===== config.mk =====
export PLATFORM = sky130hd
export DESIGN_NAME = object_plotter
export DESIGN_NICKNAME = d
export VERILOG_FILES = /design/src/rtl/plot_pkg.sv /design/src/rtl/rect_scanner.sv /design/src/rtl/object_plotter.sv
export SDC_FILE = /design/constraint.sdc
export NUM_CORES = 1
export LEC_CHECK = 0
export ABC_AREA = 1
export CAP_MARGIN = 20
export CORE_ASPECT_RATIO = 1.1
export CORE_MARGIN = 2
export CORE_UTILIZATION = 50
export DETAILED_ROUTE_END_ITERATION = 7
export GPL_TIMING_DRIVEN = 0
export PLACE_DENSITY = 0.67
export SLEW_MARGIN = 10
export SYNTH_ARGS = -nofsm -noshare
export SYNTH_HDL_FRONTEND = slang
export SYNTH_HIERARCHICAL = 1
export SYNTH_SLANG_ARGS = --single-unit

===== constraint.sdc =====
create_clock -name clk -period 5.5 [get_ports clk]
set_input_delay 1.375 -clock clk [delete_from_list [all_inputs] [get_ports clk]]
set_output_delay 1.375 -clock clk [all_outputs]
set_load 0.005 [all_outputs]

===== src/rtl/plot_pkg.sv =====
// Shared types and constants for the object plotter: screen limits, colours,
// object codes, FSM state and the captured request record.
package plot_pkg;

    localparam logic [7:0] MAX_X = 8'd159;
    localparam logic [6:0] MAX_Y = 7'd119;

    localparam logic [2:0] BG_COLOUR     = 3'b000;
    localparam logic [2:0] BALL_COLOUR   = 3'b111;
    localparam logic [2:0] PADDLE_COLOUR = 3'b010;
    localparam logic [2:0] BLOCK_COLOUR  = 3'b100;

    localparam logic [1:0] OBJ_BALL   = 2'b00;
    localparam logic [1:0] OBJ_PADDLE = 2'b01;
    localparam logic [1:0] OBJ_BLOCK  = 2'b10;
    localparam logic [1:0] OBJ_NONE   = 2'b11;

    typedef enum logic [1:0] {
        ST_IDLE  = 2'd0,
        ST_ERASE = 2'd1,
        ST_DRAW  = 2'd2,
        ST_DONE  = 2'd3
    } plot_state_t;

    typedef struct packed {
        logic [1:0] obj;
        logic [7:0] new_x;
        logic [6:0] new_y;
        logic [7:0] old_x;
        logic [6:0] old_y;
        logic [7:0] size_x;
        logic [6:0] size_y;
    } plot_job_t;

    function automatic logic [2:0] obj_colour(input logic [1:0] obj);
        case (obj)
            OBJ_BALL:   obj_colour = BALL_COLOUR;
            OBJ_PADDLE: obj_colour = PADDLE_COLOUR;
            OBJ_BLOCK:  obj_colour = BLOCK_COLOUR;
            default:    obj_colour = BG_COLOUR;
        endcase
    endfunction

endpackage


===== src/rtl/rect_scanner.sv =====
// Row-major raster walker over a rectangle. x/y/valid/last are registered and
// describe the pixel currently presented; valid drops whenever no pixel is issued.
module rect_scanner
    import plot_pkg::*;
(
    input  logic       clk,
    input  logic       rst,
    input  logic       start,
    input  logic       step,
    input  logic [7:0] base_x,
    input  logic [6:0] base_y,
    input  logic [7:0] width,
    input  logic [6:0] height,
    output logic [7:0] x,
    output logic [6:0] y,
    output logic       valid,
    output logic       last
);

    logic [7:0] col_q, col_d, bx_q, bx_d, w_q, w_d;
    logic [6:0] row_q, row_d, by_q, by_d, h_q, h_d;
    logic [7:0] x_d;
    logic [6:0] y_d;
    logic       valid_d, last_d;
    logic [8:0] sum_x;
    logic [7:0] sum_y;

    always_comb begin
        col_d   = col_q;
        row_d   = row_q;
        bx_d    = bx_q;
        by_d    = by_q;
        w_d     = w_q;
        h_d     = h_q;
        x_d     = x;
        y_d     = y;
        valid_d = 1'b0;
        last_d  = 1'b0;
        sum_x   = '0;
        sum_y   = '0;
        if (start) begin
            bx_d  = base_x;
            by_d  = base_y;
            w_d   = width;
            h_d   = height;
            col_d = '0;
            row_d = '0;
        end else if (step) begin
            if (col_q == w_q - 8'd1) begin
                col_d = '0;
                row_d = row_q + 7'd1;
            end else begin
                col_d = col_q + 8'd1;
            end
        end
        if (start || step) begin
            // Sums are one bit wider than the screen coordinate so nothing wraps back on screen.
            sum_x   = {1'b0, bx_d} + {1'b0, col_d};
            sum_y   = {1'b0, by_d} + {1'b0, row_d};
            x_d     = sum_x[7:0];
            y_d     = sum_y[6:0];
            valid_d = (sum_x <= {1'b0, MAX_X}) && (sum_y <= {1'b0, MAX_Y});
            last_d  = (col_d == w_d - 8'd1) && (row_d == h_d - 7'd1);
        end
    end

    always_ff @(posedge clk or posedge rst) begin
        if (rst) begin
            col_q <= '0;
            row_q <= '0;
            bx_q  <= '0;
            by_q  <= '0;
            w_q   <= '0;
            h_q   <= '0;
            x     <= '0;
            y     <= '0;
            valid <= 1'b0;
            last  <= 1'b0;
        end else begin
            col_q <= col_d;
            row_q <= row_d;
            bx_q  <= bx_d;
            by_q  <= by_d;
            w_q   <= w_d;
            h_q   <= h_d;
            x     <= x_d;
            y     <= y_d;
            valid <= valid_d;
            last  <= last_d;
        end
    end

endmodule


===== src/rtl/object_plotter.sv =====
// Erases an object's old rectangle and draws its new one, one pixel per clock,
// with a single overwrite-on-arrival pending slot for requests made while busy.
module object_plotter
    import plot_pkg::*;
(
    input  logic        clk,
    input  logic        reset,
    input  logic        startPlot,
    input  logic [1:0]  object,
    input  logic [7:0]  newX,
    input  logic [6:0]  newY,
    input  logic [7:0]  oldX,
    input  logic [6:0]  oldY,
    input  logic [7:0]  sizeX,
    input  logic [6:0]  sizeY,
    output logic [7:0]  x,
    output logic [6:0]  y,
    output logic [2:0]  colour,
    output logic        plot,
    output logic        busy,
    output logic        done,
    output plot_state_t dbg_state
);

    plot_state_t state, state_d;
    plot_job_t   job_q, job_d, pend_job, pend_job_d, in_job, launch_job;
    logic        pend_valid, pend_valid_d;
    logic        req, launch_en, launch_empty, launch_same;
    logic [2:0]  colour_d;
    logic        busy_d, done_d;
    logic        sc_start, sc_step, sc_valid, sc_last;
    logic [7:0]  sc_bx, sc_x;
    logic [6:0]  sc_by, sc_y;

    assign req    = startPlot && (object != OBJ_NONE);
    assign in_job = '{obj: object, new_x: newX, new_y: newY, old_x: oldX,
                      old_y: oldY, size_x: sizeX, size_y: sizeY};

    // A strobe seen in the DONE cycle supersedes whatever is pending.
    always_comb begin
        launch_en    = ((state == ST_IDLE) && req) ||
                       ((state == ST_DONE) && (req || pend_valid));
        launch_job   = ((state == ST_DONE) && !req) ? pend_job : in_job;
        launch_empty = (launch_job.size_x == 8'd0) || (launch_job.size_y == 7'd0);
        launch_same  = (launch_job.old_x == launch_job.new_x) &&
                       (launch_job.old_y == launch_job.new_y);
    end

    always_ff @(posedge clk or posedge reset) begin
        if (reset) begin
            state      <= ST_IDLE;
            job_q      <= '0;
            pend_valid <= 1'b0;
            pend_job   <= '0;
            colour     <= BG_COLOUR;
            busy       <= 1'b0;
            done       <= 1'b0;
        end else begin
            state      <= state_d;
            job_q      <= job_d;
            pend_valid <= pend_valid_d;
            pend_job   <= pend_job_d;
            colour     <= colour_d;
            busy       <= busy_d;
            done       <= done_d;
        end
    end

    always_comb begin
        state_d = state;
        case (state)
            ST_IDLE, ST_DONE: begin
                if (launch_en) begin
                    if (launch_empty)     state_d = ST_DONE;
                    else if (launch_same) state_d = ST_DRAW;
                    else                  state_d = ST_ERASE;
                end else begin
                    state_d = ST_IDLE;
                end
            end
            ST_ERASE: if (sc_last) state_d = ST_DRAW;
            ST_DRAW:  if (sc_last) state_d = ST_DONE;
            default:  state_d = ST_IDLE;
        endcase
    end

    always_comb begin
        job_d        = job_q;
        pend_valid_d = pend_valid;
        pend_job_d   = pend_job;
        colour_d     = colour;
        sc_start     = 1'b0;
        sc_step      = 1'b0;
        sc_bx        = job_q.new_x;
        sc_by        = job_q.new_y;
        case (state)
            ST_IDLE, ST_DONE: begin
                if (launch_en) begin
                    job_d        = launch_job;
                    pend_valid_d = 1'b0;
                    if (!launch_empty) begin
                        sc_start = 1'b1;
                        sc_bx    = launch_same ? launch_job.new_x : launch_job.old_x;
                        sc_by    = launch_same ? launch_job.new_y : launch_job.old_y;
                        colour_d = launch_same ? obj_colour(launch_job.obj) : BG_COLOUR;
                    end
                end
            end
            ST_ERASE, ST_DRAW: begin
                if (req) begin
                    pend_valid_d = 1'b1;
                    pend_job_d   = in_job;
                end
                if (!sc_last) begin
                    sc_step = 1'b1;
                end else if (state == ST_ERASE) begin
                    sc_start = 1'b1;
                    colour_d = obj_colour(job_q.obj);
                end
            end
            default: ;
        endcase
        busy_d = (state_d == ST_ERASE) || (state_d == ST_DRAW);
        done_d = (state_d == ST_DONE);
    end

    rect_scanner u_scanner (
        .clk    (clk),
        .rst    (reset),
        .start  (sc_start),
        .step   (sc_step),
        .base_x (sc_bx),
        .base_y (sc_by),
        .width  (job_d.size_x),
        .height (job_d.size_y),
        .x      (sc_x),
        .y      (sc_y),
        .valid  (sc_valid),
        .last   (sc_last)
    );

    assign x         = sc_x;
    assign y         = sc_y;
    assign plot      = sc_valid;
    assign dbg_state = state;

endmodule


# After elaboration in Yosys (flattened, before gate mapping)
# Index checks and enable logic that the tools add are counted.
dict set report op_classes {
  add_sub_neg 7
  n_lt_le_gt_ge 2
  eq_ne 21
  mux 47
  reduce_logical 24
}
# op n
set op_table {}
lappend op_table {{two-way mux 8 bit} 9}
lappend op_table {{two-way mux 7 bit} 9}
lappend op_table {{two-way mux 47 bit} 1}
lappend op_table {{two-way mux 15 bit} 2}
lappend op_table {{== test 8 bit} 3}
lappend op_table {{one-hot mux 3 bit (3 select lines)} 2}
lappend op_table {{subtractor 8 x 1 -> 8 bit, second input constant} 2}
lappend op_table {{two-way mux 3 bit} 5}
lappend op_table {{== test 7 bit} 2}
lappend op_table {{== test 2 bit, second input constant} 6}
lappend op_table {{two-way mux 1 bit} 10}
lappend op_table {{two-way mux 2 bit} 5}
lappend op_table {{!= test 2 bit, second input constant} 5}
lappend op_table {{adder 8 x 8 -> 9 bit} 1}
lappend op_table {{<= comparator 9 x 8 -> 1 bit, second input constant} 1}
lappend op_table {{adder 7 x 7 -> 8 bit} 1}
lappend op_table {{adder 8 x 1 -> 8 bit, second input constant} 1}
lappend op_table {{== test 2 x 1 -> 1 bit, second input constant} 4}
lappend op_table {{<= comparator 8 x 7 -> 1 bit, second input constant} 1}
lappend op_table {{zero test 8 bit} 1}
lappend op_table {{adder 7 x 1 -> 7 bit, second input constant} 1}
lappend op_table {{logical AND 1 bit} 7}
lappend op_table {{zero test 7 bit} 1}
lappend op_table {{subtractor 7 x 1 -> 7 bit, second input constant} 1}
lappend op_table {{10 further kinds} 20}
dict set report totals {
  ff_bits 149
  input_bits 50
  elab_cells 128
}

# Logic depth before layout (Yosys ltp)
dict set report depth {
  word_depth 16
  depth_mapped 32
}

# Cells and area by module
# Netlist, hierarchy kept.
# mod instances cells_each area_per_inst_um2 seq_area_each_um2
set modules_own_cells {}
lappend modules_own_cells {object_plotter 1 777 5250.0 2177.1}
lappend modules_own_cells {rect_scanner 1 526 3992.6 1551.5}

# Least setup slack after synthesis
# Ideal clock, no wire load.
dict set report synth_timing {
  path_kind {input to register}
  from {in object[0]}
  to {reg u_scanner.valid}
  arrival_ns 4.680
  t_required_ns 5.429
  path_slack_ns 0.749
  path_stages 24
  path_buffers 3
  cell_sequence {nand2_1 nand2_2 nand2_1 o21ai_2 nor2_1 inv_2 nor2_4 inv_2 o21ai_0 buf_2 buf_2 buf_1 nand2_1 nand2_1 ha_1 a21oi_1 nor2_1 nor2_1 nand3_1 a21oi_1 o21ai_0 inv_1 nand2_1 nor2_1}
}
dict set report synth_between {
  elab_cells_between_ends 37
  cone_classes {add/sub: 2; order compare: 2; eq/ne: 3; mux: 17; reduce/logical: 13}
}
# element line_no
set synth_rtl {}
lappend synth_rtl {{start: declaration} object_plotter.sv:9} ;# input logic [1:0] object,
lappend synth_rtl {{!= test 2 bit (*)} object_plotter.sv:35} ;# assign req = startPlot && (object != OBJ_NONE);
lappend synth_rtl {{logical AND 1 bit (*)} object_plotter.sv:35}
lappend synth_rtl {{zero test 1 bit} object_plotter.sv:43} ;# launch_job = ((state == ST_DONE) && !req) ? pend_job : in_job;
lappend synth_rtl {{logical AND 1 bit} object_plotter.sv:43}
lappend synth_rtl {{two-way mux 47 bit} object_plotter.sv:43}
lappend synth_rtl {{zero test 8 bit or zero test 7 bit (tied branches)} object_plotter.sv:44} ;# launch_empty = (launch_job.size_x == 8'd0) || (launch_job.size_y == 7'd0);
lappend synth_rtl {{logical OR 1 bit} object_plotter.sv:44}
lappend synth_rtl {{two-way mux 1 bit} object_plotter.sv:101} ;# if (!launch_empty) begin
lappend synth_rtl {{[... 2 more ...]} --}
lappend synth_rtl {{named net sc_start} object_plotter.sv:31} ;# logic sc_start, sc_step, sc_valid, sc_last;
lappend synth_rtl {{two-way mux 7 bit (*)} rect_scanner.sv:41} ;# if (start) begin
lappend synth_rtl {{named net u_scanner.by_d[4]} rect_scanner.sv:21} ;# logic [6:0] row_q, row_d, by_q, by_d, h_q, h_d;
lappend synth_rtl {{adder 7 x 7 -> 8 bit (*)} rect_scanner.sv:59} ;# sum_y = {1'b0, by_d} + {1'b0, row_d};
lappend synth_rtl {{<= comparator 8 x 7 -> 1 bit (*)} rect_scanner.sv:62} ;# valid_d = (sum_x <= {1'b0, MAX_X}) && (sum_y <= {1'b0, MAX_Y});
lappend synth_rtl {{logical AND 1 bit (*)} rect_scanner.sv:62}
lappend synth_rtl {{two-way mux 1 bit (*)} rect_scanner.sv:56} ;# if (start || step) begin
lappend synth_rtl {{named net u_scanner.valid_d} rect_scanner.sv:24} ;# logic valid_d, last_d;
lappend synth_rtl {{end signal: assignment} rect_scanner.sv:88} ;# valid <= valid_d;
lappend synth_rtl {{end: declaration} rect_scanner.sv:16} ;# output logic valid,
# Mark *: on every way through the listed nets, which the timed path passes. The rest lies on a longest branch.
# A chain may end at the register's enable or synchronous reset.

# Worst setup path in the final report
# Same ends and word-level chain as after synthesis.

==> out/qor.yml <==
placement:
  portBuffers: 72
  placed_cells: 1619
  hpwl_mm: 18.7
  gp_congestion: 0.908
pwr:
  power_density_nw_per_um2: 384
  p_int_mw: 2.76
  comb_power_share_pct: 32.2
  pwr-share-seq_pct: 38.1
  clkPwrFrac_pct: 29.6
  p_total_mw: 4.22
  p_sw_mw: 1.47
  power.leakage_nw: 5.76
  p_sw_share_pct: 34.8
  irDropWorstVdd_uv: 227
clocking:
  cts.htree.levels: 4
  clkSinkCount: 149
  cts_buffers: 17
  cts_hold_buf: 0
  cts_buffer_depth: 2
  insertion_delay_ps: 440
  cts_tree: "yes"
  clk_pin_slew_ps: 60
  clock-root-buffer: "clkbuf_16"
timing:
  finalSetupViolCount: 0
  fmax_ghz: 0.194
  rsz0062_at_grt: "no"
  slew_headroom_pct: 47.5
  min_period_ps: 5140
  finalCritPeriodShare_pct: 93.5
  slew_viol_final: 0
  skew_ps: 14.2
  finalHoldViolations: 0
  max_slew.worst_pin.slew_ps: 787
route:
  vias: 8414
  wl_mm: 25.0
  wl_per_cell_um: 15.1
  wl_met3_mm: 1.31
  route.met2.wl_mm: 12.1
  wl_met1_mm: 10.8
  drc: 0
  dr.first_iter.drc_count: 645
  firstDrtPassIters: 5
  top_layer: "met4"
  postRouteAntennaNets: 0
  via_per_inst: 5.09
worst_hold_path:
  hp-class: "reg -> reg"
setup_path:
  start_kind: "input port"
  crit_path_start: "object[0]"
  path_max_fanout: 10
  cp_common_cell: "nand2_1"
  crit_path_end_kind: "flip-flop"
  cpPeakStageDelay_ps: 500
  endpoint: "u_scanner/valid"
  crit_cells: 28
  cp.required_ps: 5830
  worstSetupPathType: "in -> reg"
  crit_arrival_ps: 5480
  crit_family: "simple AND/OR/NAND/NOR gates"
  crit_slowest_cell: "clkdlybuf4s50_1"
  crit_buf_inv: 7
  worst_r2r_endpoint: "u_scanner/valid"
  timing.rr.start: "dbg_state[0]"
  ff2ff_setup_slack_ps: 710
  r2r_cells: 27
synth:
  synth_top_area_share_pct: 40.3
  ys_top_cells_by_area: "dfrtp_1 (40%), nand2_1 (18%), inv_1 (7.6%), nand3_1 (5.7%), o21ai_0 (5.5%)"
  ys_seq_elements: 149
  netlist_area_um2: 9240
  synth_edf_count: 0
  synth_seq_area_share_pct: 40.3
  synth.distinct_cells: 47
  yosysWarnings: 6
  syn_area_per_cell_um2: 7.09
  synth_area_leader_cell: "dfrtp_1"
  synthArstFlopShare_pct: 100
  synth_cells: 1303
  yosys_most_used_dff: "dfrtp_1"
  syn-num-nets: 1377
cells_and_area:
  fin_cells: 1653
  antennaDiodeCount: 0
  areaGrowthSynthToFinish_pct: 18.9
  fin_nets: 1471
  final_util_pct: 60.1
  drive_gt1_share_pct: 9.65
global_routing:
  overflow: 0
  grtUsageTotal_pct: 26.7
  antenna_found_initial: 0
  grt_max_degree: 63
  grt_pass1_vias: 8003
  grt_pass1_wl_mm: 41.0
floorplanning:
  die_area_um2: 19600
  design.core.area_um2: 18300
  die_h_um: 147
  initial_core_util_pct: 50.6
  io_pins: 73
  die_w_um: 134
  row_count: 52
job:
  maxCapViolCount: 0
run_status:
  run_status: "finished, final reports clean"
==> layer usage <==
| metal | global-route usage [%] | vias up |
|---|---|---|
| met5 | 0 | - |
| met4 | 10.8 | 0 |
| met3 | 3.92 | 43 |
| met2 | 44.6 | 261 |
| met1 | 35.0 | 3870 |
| li1 | - | 4240 |
==> cells in the final DEF, fill, tap and decap left out, types with 3 or more instances in the layout <==
| master | synthesis | final |
|---|---|---|
| buf_6 | 9 | 9 |
| nor3_2 | 4 | 6 |
| nor2_4 | 5 | 5 |
| buf_4 | 4 | 8 |
| o21ai_1 | 31 | 30 |
| nand2_1 | 452 | 452 |
| dfrtp_1 | 149 | 149 |
| xnor2_1 | 10 | 10 |
| ha_1 | 23 | 23 |
| a21oi_1 | 11 | 10 |
| buf_2 | 20 | 19 |
| nand4_1 | 6 | 6 |
| inv_2 | 8 | 8 |
| nor2_1 | 58 | 58 |
| clkbuf_1 | 16 | 17 |
| or2_1 | 6 | 6 |
| o21ai_0 | 102 | 101 |
| clkinv_2 | 0 | 3 |
| o21ai_2 | 9 | 10 |
| or2_2 | 9 | 9 |
| bufinv_16 | 0 | 4 |
| nand3_1 | 106 | 106 |
| xor2_1 | 26 | 26 |
| nand3_2 | 5 | 5 |
| clkinv_4 | 0 | 3 |
| nor3_1 | 6 | 4 |
| clkbuf_16 | 0 | 17 |
| nand2_2 | 8 | 7 |
| inv_1 | 186 | 184 |
| clkdlybuf4s50_1 | 0 | 72 |
| nand2_4 | 4 | 5 |
| nor2_2 | 4 | 4 |
==> metrics by stage <==
step | setup TNS, ps | cell area (µm²) | hold slack (ps) | setup slack (ps)
4_1_cts | 0 | 10900 | 477 | 48.8
2_1_floorplan | 0 | 9240 | 432 | 749
3_3_place_gp | -11420 | 10300 | 452 | -1030
3_5_place_dp | -11180 | 10300 | 461 | -1020
5_1_grt | 0 | 11000 | 502 | 17.5
6_report | 0 | 11000 | 476 | 355
==> cells by family (layout without fill, tap and decap cells) <==
logic type,Yosys count,in the layout,synth area share [%]
xor gates and xnor gates,36,36,3.41
DFF,149,149,40.3
AOI/OAI and AO/OA,169,169,9.98
adders and majority gates,24,24,3.33
muxes,3,3,0.338
buffers and inverters,245,352,11.2
and+or+nand+nor,677,677,31.4
==> registers in the layout (all words and copies together), names as in the netlist, 2 cells and up <==
name             cells
u_scanner/x          8
u_scanner/col_q      8
u_scanner/bx_q       8
dbg_state            2
u_scanner/h_q        7
u_scanner/by_q       7
job_q               32
u_scanner/row_q      7
pend_job            47
colour               3
u_scanner/y          7
u_scanner/w_q        8
==> synthesized netlist by cell type, types with 6 or more instances <==
cell type,count
xor2_1,26
nor3_1,6
xnor2_1,10
dfrtp_1,149
a21oi_1,11
clkbuf_1,16
o21ai_1,31
ha_1,23
inv_1,186
inv_2,8
nand4_1,6
nand2_1,452
o21ai_0,102
o21ai_2,9
nand3_1,106
nor2_1,58
nand2_2,8
or2_1,6
or2_2,9
buf_6,9
buf_2,20
==> what timing repair did <==
action / in CTS / in global routing
buffers inserted: 0 / 3
setup endpoints to repair: 15 / 9
pin swaps: 0 / 1
hold endpoints to repair: 0 / 0
resized for setup: 4 / 9
==> cell type report <==
type / count / area, µm²
clock inverters: 12 / 178
multi-input cells: 909 / 4510
well taps: 243 / 304
plain buffers: 50 / 313
fillers: 1724 / 7300
flip-flops and latches: 149 / 3730
inverters: 194 / 733
repair buffers: 76 / 771
clock buffers: 20 / 447
==> tightest hold or removal path, delay by kind of cell (launching register included) <==
| family | cells | cell delay, ps |
|---|---|---|
| DFF | 1 | 340 |
| and+or+nand+nor | 2 | 100 |
==> power by group through the flow <==
stage | sequential [mW] | combinational [mW] | clock [mW]
2_1_floorplan | 1.59 | 0.916 | 0
3_3_place_gp | 1.61 | 1.32 | 0
3_5_place_dp | 1.63 | 1.35 | 0
4_1_cts | 1.61 | 1.36 | 1.27
5_1_grt | 1.65 | 1.56 | 1.32
6_report | 1.61 | 1.36 | 1.25
==> worst min-delay path by stage <==
stage                        start              to  slack, ps  cells past startpoint
floorplan                 job_q[5]        job_q[5]        430                      2
global placement          job_q[5]        job_q[5]        450                      2
detailed placement        job_q[5]        job_q[5]        460                      2
CTS                       job_q[5]        job_q[5]        480                      2
global route        u_scanner/x[5]  u_scanner/x[5]        500                      2
finish              u_scanner/y[0]  u_scanner/y[0]        480                      2
(Power assumes the default switching activity.)
